--- src/rtl/mux8_sel_sequencer_pkg.sv ---
// Shared types and constants for the 8:1 mux select sequencer.
// Select start/step helpers let the top level stay agnostic of bit order.
package mux8_sel_sequencer_pkg;

    localparam int DATA_W = 8;
    localparam int SEL_W  = 3;
    localparam int CNT_W  = 8;

    typedef enum logic {
        IDLE  = 1'b0,
        SHIFT = 1'b1
    } state_t;

    function automatic logic [SEL_W-1:0] sel_start(input bit msb_first);
        return msb_first ? 3'd7 : 3'd0;
    endfunction

    function automatic logic [SEL_W-1:0] sel_step(input logic [SEL_W-1:0] sel,
                                                  input bit msb_first);
        return msb_first ? (sel - 3'd1) : (sel + 3'd1);
    endfunction

endpackage

--- src/rtl/mux8_sel_sequencer_div.sv ---
// Bit-period divider: counts DIV cycles while enabled and flags the final one.
// The terminal count is decoded from the registered count only.
module bit_period_div
    import mux8_sel_sequencer_pkg::*;
#(
    parameter int DIV = 1
) (
    input  logic clk,
    input  logic rst,
    input  logic en,
    input  logic clr,
    output logic tc
);

    localparam logic [CNT_W-1:0] TC_VAL = CNT_W'(DIV - 1);

    logic [CNT_W-1:0] div_cnt;

    assign tc = en && (div_cnt == TC_VAL);

    // Clear wins over enable so a freshly loaded frame always starts at zero.
    always_ff @(posedge clk or posedge rst) begin
        if (rst) begin
            div_cnt <= '0;
        end else if (clr) begin
            div_cnt <= '0;
        end else if (en) begin
            if (div_cnt == TC_VAL) begin
                div_cnt <= '0;
            end else begin
                div_cnt <= div_cnt + 1'b1;
            end
        end
    end

endmodule

--- src/rtl/mux8_sel_sequencer.sv ---
// Loads a byte via valid/ready and steps the 8:1 mux select through all
// eight positions, one bit period each, emitting sample strobes and last.
module mux8_sel_sequencer
    import mux8_sel_sequencer_pkg::*;
#(
    parameter int DIV       = 1,
    parameter bit MSB_FIRST = 1'b0
) (
    input  logic              clk,
    input  logic              rst,
    input  logic [DATA_W-1:0] in_data,
    input  logic              in_valid,
    output logic              in_ready,
    output logic [DATA_W-1:0] it,
    output logic [SEL_W-1:0]  sl,
    output logic              bit_strobe,
    output logic              last,
    output logic              busy
);

    localparam logic [SEL_W-1:0] SEL_START = sel_start(MSB_FIRST);

    state_t     state;
    logic [2:0] bit_cnt;
    logic       period_tc;
    logic       transfer;

    bit_period_div #(
        .DIV (DIV)
    ) u_div (
        .clk (clk),
        .rst (rst),
        .en  (state == SHIFT),
        .clr (state == IDLE),
        .tc  (period_tc)
    );

    // All handshake and strobe outputs come from registered state only.
    assign busy       = (state == SHIFT);
    assign bit_strobe = busy && period_tc;
    assign last       = bit_strobe && (bit_cnt == 3'd7);
    assign in_ready   = (state == IDLE) || last;
    assign transfer   = in_valid && in_ready;

    always_ff @(posedge clk or posedge rst) begin
        if (rst) begin
            state   <= IDLE;
            it      <= '0;
            sl      <= SEL_START;
            bit_cnt <= '0;
        end else begin
            case (state)
                IDLE: begin
                    if (transfer) begin
                        it      <= in_data;
                        sl      <= SEL_START;
                        bit_cnt <= '0;
                        state   <= SHIFT;
                    end
                end
                SHIFT: begin
                    if (last) begin
                        // Final bit: chain straight into the next byte if offered.
                        sl      <= SEL_START;
                        bit_cnt <= '0;
                        if (transfer) begin
                            it <= in_data;
                        end else begin
                            state <= IDLE;
                        end
                    end else if (bit_strobe) begin
                        bit_cnt <= bit_cnt + 3'd1;
                        sl      <= sel_step(sl, MSB_FIRST);
                    end
                end
                default: begin
                    state <= IDLE;
                end
            endcase
        end
    end

endmodule

--- config.mk ---
export PLATFORM = sky130hd
export DESIGN_NAME = mux8_sel_sequencer
export DESIGN_NICKNAME = d
export VERILOG_FILES = /design/src/rtl/mux8_sel_sequencer_pkg.sv /design/src/rtl/mux8_sel_sequencer_div.sv /design/src/rtl/mux8_sel_sequencer.sv
export SDC_FILE = /design/constraint.sdc
export NUM_CORES = 1
export LEC_CHECK = 0
export CAP_MARGIN = 15
export CORE_ASPECT_RATIO = 0.6
export CORE_MARGIN = 1
export CORE_UTILIZATION = 52
export DETAILED_ROUTE_END_ITERATION = 10
export GPL_TIMING_DRIVEN = 0
export PLACE_DENSITY = 0.82
export SYNTH_ARGS = -nofsm -noshare
export SYNTH_HDL_FRONTEND = slang
export SYNTH_SLANG_ARGS = --single-unit
--- constraint.sdc ---
create_clock -name clk -period 5.2 [get_ports clk]
set_clock_uncertainty 0.2 [all_clocks]
set_input_delay 1.56 -clock clk [delete_from_list [all_inputs] [get_ports clk]]
set_output_delay 1.56 -clock clk [all_outputs]
set_load 0.01 [all_outputs]
## Word-level counts from Yosys, hierarchy flattened

Index checks and enable logic that the tools add are counted.

| storage, ports and cells | value |
|---|---|
| bits in registers | 23 |
| input port bits | 11 |

| operators by class | value |
|---|---|
| bitwise operators | 1 |
| equal/unequal tests | 4 |
| muxes and demuxes | 15 |
| add/subtract/negate cells | 3 |
| reduce and logical (&&, ||, !) cells | 7 |

Operator list:

| kind | number |
|---|---|
| $mux 8 | 4 |
| $pmux 8 s2 | 1 |
| $mux 3 | 5 |
| $pmux 3 s2 | 2 |
| $add 8x1->8 const B | 1 |
| $logic_not 8->1 | 1 |
| $add 3x1->3 const B | 2 |
| $logic_and 1x1->1 | 4 |
| $ne 2x2->1 const B | 2 |
| $eq 3x3->1 const B | 1 |
| $ne 3x3->1 const B | 1 |
| $mux 1 | 2 |
| $pmux 1 s2 | 1 |
| $reduce_and 2->1 | 1 |
| $logic_or 1x1->1 | 1 |
| $not 1->1 | 1 |

## Logic depth before layout (Yosys ltp)

| depth | value |
|---|---|
| depth in word-level cells | 9 |
| mapped depth | 6 |
| mapped depth without buffers | 6 |

## Modules after synthesis

Synthesis repeated with hierarchy kept, for this count alone.

| second synthesis, totals | value |
|---|---|
| cells, all modules | 109 |
| area total of the unflattened synthesis | 1,234.9 um^2 |

Modules (own cells, without submodules):

| module | times used | cells each | area an instance (um^2) | seq. area each (um^2) |
|---|---|---|---|---|
| mux8_sel_sequencer | 1 | 60 | 757.0 | 375.4 |
| bit_period_div | 1 | 49 | 478.0 | 200.2 |

## Least setup slack after synthesis

OpenSTA, ideal clock, no wires.

| path | value |
|---|---|
| path kind | flip-flop to output port |
| start | reg u_div.div_cnt[0] |
| end | out in_ready |
| data required time | 3.440 ns |
| arrival time | 1.444 ns |
| setup slack | 1.996 ns |
| path buffers | 0 |
| stages on the path, launching flop included | 6 |
| cell sequence | dfrtp_1 -> inv_1 -> ha_1 -> nor4b_2 -> a31oi_1 -> inv_1 |

| between the ends | value |
|---|---|
| word-level cells in the longest chain between the ends | 5 |

RTL lines:

| item | line | text |
|---|---|---|
| start, declared | mux8_sel_sequencer_div.sv:17 | `logic [CNT_W-1:0] div_cnt;` |
| start signal, assigned | mux8_sel_sequencer_div.sv:31 | `div_cnt <= div_cnt + 1'b1;` |
| $logic_not 8->1 | mux8_sel_sequencer_div.sv:19 | `assign tc = en && (div_cnt == TC_VAL);` |
| $logic_and 1x1->1 | mux8_sel_sequencer_div.sv:19 |  |
| $logic_and 1x1->1 | mux8_sel_sequencer.sv:40 | `assign bit_strobe = busy && period_tc;` |
| $logic_and 1x1->1 | mux8_sel_sequencer.sv:41 | `assign last = bit_strobe && (bit_cnt == 3'd7);` |
| $logic_or 1x1->1 | mux8_sel_sequencer.sv:42 | `assign in_ready = (state == IDLE) \|\| last;` |
| end, declared | mux8_sel_sequencer.sv:13 | `output logic in_ready,` |

No other way between the ends.

## Worst setup path after layout

Same ends and word-level chain as after synthesis.

==> metrics.md <==
| Metric | Value |
|---|---|
| Status | `finished, final reports clean` |
| Worst vdd ir | `0.297 mV` |
| Most used cell, CP | `inv_1` |
| Ranking of synthesized cells by area | `dfrtp_1, nand2_1, ha_1, o22ai_1, nand3_1` |
| Setup TNS | `0 ns` |
| Top Ports | `26` |
| Syn_nets | `135` |
| Kind of critical path | `flop to output pin` |
| Slew headroom | `between 40% and 50%` |
| Initial antenna violation count | `0` |
| Vias per cell | `~5.7` |
| First drt pass iteration count | `4` |
| Worst Hold Path EP | `bit_cnt[0]` |
| Mean post-synth cell area | `9.75 sq um` |
| Clock slew seen by the registers of the worst setup and hold paths | `0.08 ns` |
| CTS tree | `done` |
| Final worst-path cycle share | `83.5%` |
| Final-stage net count | `about 170` |
| Worst Hold Path Cells | `1` |
| Period minus WS final | `4.34 ns` |
| Tot Pwr | `slightly above 0.7 mW` |
| Area growth from synthesis to layout | `28.5%` |
| Post-route ant nets | `0` |
| RSZ-0062 raised after global routing | `no` |
| DIE HEIGHT | `38.6 microns` |
| Register bit count reported by yosys | `23` |
| Cell area after synthesis | `~0.0012 sq mm` |
| Worst reg2reg path endpoint | `it[7]` |
| Arrival time worst endpoint | `2.58 ns` |
| Via count | `between 1000 and 1500` |
| Final setup viols | `0` |
| PostCTS Resize Cnt | `0` |
| Synth top area share | `49.6%` |
| R2R depth | `5` |
| Vias in the first global route | `946` |
| Fillers | `131` |
| Crit. End Element | `output pin` |
| Reg2reg start | `u_div.div_cnt[0]` |
| Global-route wire length before repair | `4.50 mm` |
| GR Util All Layers | `25.6%` |
| Commonest non-fill, non-tap cell in the layout | `clkdlybuf4s50_1` |
| Hold violation count in the final report | `0` |
| GRT overflow | `0` |
| Gp weighted congestion | `0.893` |
| PwrDens | `around 470 mW/mm^2` |
| Worst-Margin Slew | `0.879 ns` |
| DRC | `0` |
| Root buffer cell | `clkbuf_8` |
| Antenna cells | `0` |
| Max Cap Violations | `0` |
| Startpoint types | `flop` |
| Die area | `0.00243 sq mm` |
| Post-synthesis cell count | `119` |
| Crit path max fanout | `10` |
| Unique masters post-synth | `33` |
| Most frequent cells in the layout | `clkdlybuf4s50_1, dfrtp_1, nand2_1` |
| CTS Sinks | `23` |
| Fin. max-slew vios | `0` |
| I/O Buffers | `25` |
| Max H-tree Level | `1` |
| CP cell instances | `inv_1 > ha_1 > nor4b_2 > a31oi_1 > inv_1 > clkdlybuf4s50_1` |
| Starting DRT DRC Count | `89` |
| R2R Setup Slk | `roughly 2.9 ns` |
| Per-cell routed wire length | `about 15 microns` |
| TritonCTS buffer count | `3` |
| Fmax | `230 MHz` |
| Leak | `0.664 nW` |
| Largest net degree at the start of global routing | `24` |
| Postcts setup bufs | `0` |
| Post-synthesis sequential area ratio | `49.6%` |
| Clock Latency Late Sink | `about 0.26 ns` |
| Share of cells above drive strength 1 | `6.76%` |
| Core Rows | `12` |
| Hold_buf cts | `0` |
| Synthesis Warnings | `0` |
| Largest stage delay, worst path | `~0.73 ns` |
| HPWL after detailed placement | `1.98 mm` |
| Min-delay src | `bit_cnt[0]` |
| Worst Path Required | `3.44 ns` |
| Initial core utilization | `59.0%` |
| CP top delay family | `compound AO/OA/AOI/OAI gates` |
| Core area | `0.00197 sq mm` |
| Die Width | `63.0 microns` |
| Hold Crit Class | `flop to flop` |
| CTS max path bufs | `2` |
| Total wire length | `2.68 mm` |
| CP max-delay cell | `a31oi_1` |
| Cell taking the most area after synthesis | `dfrtp_1` |
| Crit path buf inv count | `3` |
[routing by layer]
layer | up-vias | wire length (microns) | track usage [%]
li1 | 477 | - | -
met1 | 467 | 1230 | 34.9
met2 | 53 | 1220 | 41.9
met3 | 4 | 222 | 5.88
met5 | - | 0 | 0
met4 | 0 | 13 | 6.40
[where the power goes]
part | switching (mW) | internal [mW] | leakage, nW
clock | 0.0545 | 0.0547 | 0.0228
sequential | 0.0388 | 0.235 | 0.294
combinational | 0.147 | 0.174 | 0.348
[metrics by stage]
stage          worst slack (ns)  cell area, sq um  util (%)  hold slack, ns  instances
6_report                  0.860              1490      75.8           0.322        176
5_1_grt                   0.697              1490      75.8           0.355        176
4_1_cts                   0.921              1490      75.8           0.329        176
3_5_place_dp               1.22              1450      73.5           0.305        172
3_3_place_gp               1.31              1450      73.5           0.283        172
2_1_floorplan              2.00              1160         -           0.252        119
[layout make-up]
type	count	area, sq um	area share (%)
inverter	9	33.8	2.27
buffer	4	17.5	1.18
clock buffer	4	45.0	3.02
timing repair buffer	25	250	16.8
sequential	23	576	38.6
multi-input combinational	83	533	35.8
tap	28	35.0	2.35
[logic make-up (layout without fill, tap and decap cells)]
logic type / count (synthesis) / in the layout / synth area share, %
simple gates: 51 / 51 / 24.8
mux: 1 / 1 / 0.863
xor+xnor: 3 / 3 / 2.27
flops: 23 / 23 / 49.6
compound gates: 23 / 23 / 12.6
buf+inv: 13 / 42 / 4.42
fa+ha+maj: 5 / 5 / 5.39
[cells in the mapped netlist]
cell       number
a211o_1         1
a21oi_1         5
a31oi_1         1
a32o_1          2
and2_1          1
buf_2           1
clkbuf_1        2
clkbuf_2        1
dfrtp_1        23
ha_1            5
inv_1           9
mux2i_1         1
nand2_1        22
nand2b_1        1
nand3_1         7
nand4_1         1
nor2_1          6
nor3_1          1
nor3_4          1
nor4_1          1
nor4_4          1
nor4b_2         1
nor4bb_1        2
o211ai_1        1
o21ai_0         3
o21ai_1         1
o22ai_1         8
o2bb2ai_1       1
or2_2           1
or3_1           4
or4b_4          1
xnor2_1         1
xor2_1          2
[flip-flops by register name, indices dropped and copies added (netlist names)]
| register | count |
|---|---|
| bit_cnt | 3 |
| busy | 1 |
| it | 8 |
| sl | 3 |
| u_div.div_cnt | 8 |
[worst max-delay path by stage]
stage / start / endpoint / slack (ns) / cells past startpoint
6_report: u_div.div_cnt[0] / in_ready / 0.86 / 6
5_1_grt: u_div.div_cnt[0] / in_ready / 0.70 / 6
4_1_cts: u_div.div_cnt[0] / in_ready / 0.92 / 6
3_5_place_dp: u_div.div_cnt[0] / in_ready / 1.22 / 6
3_3_place_gp: u_div.div_cnt[0] / in_ready / 1.31 / 6
2_1_floorplan: u_div.div_cnt[0] / in_ready / 2.00 / 5
(Power assumes the default switching activity.)
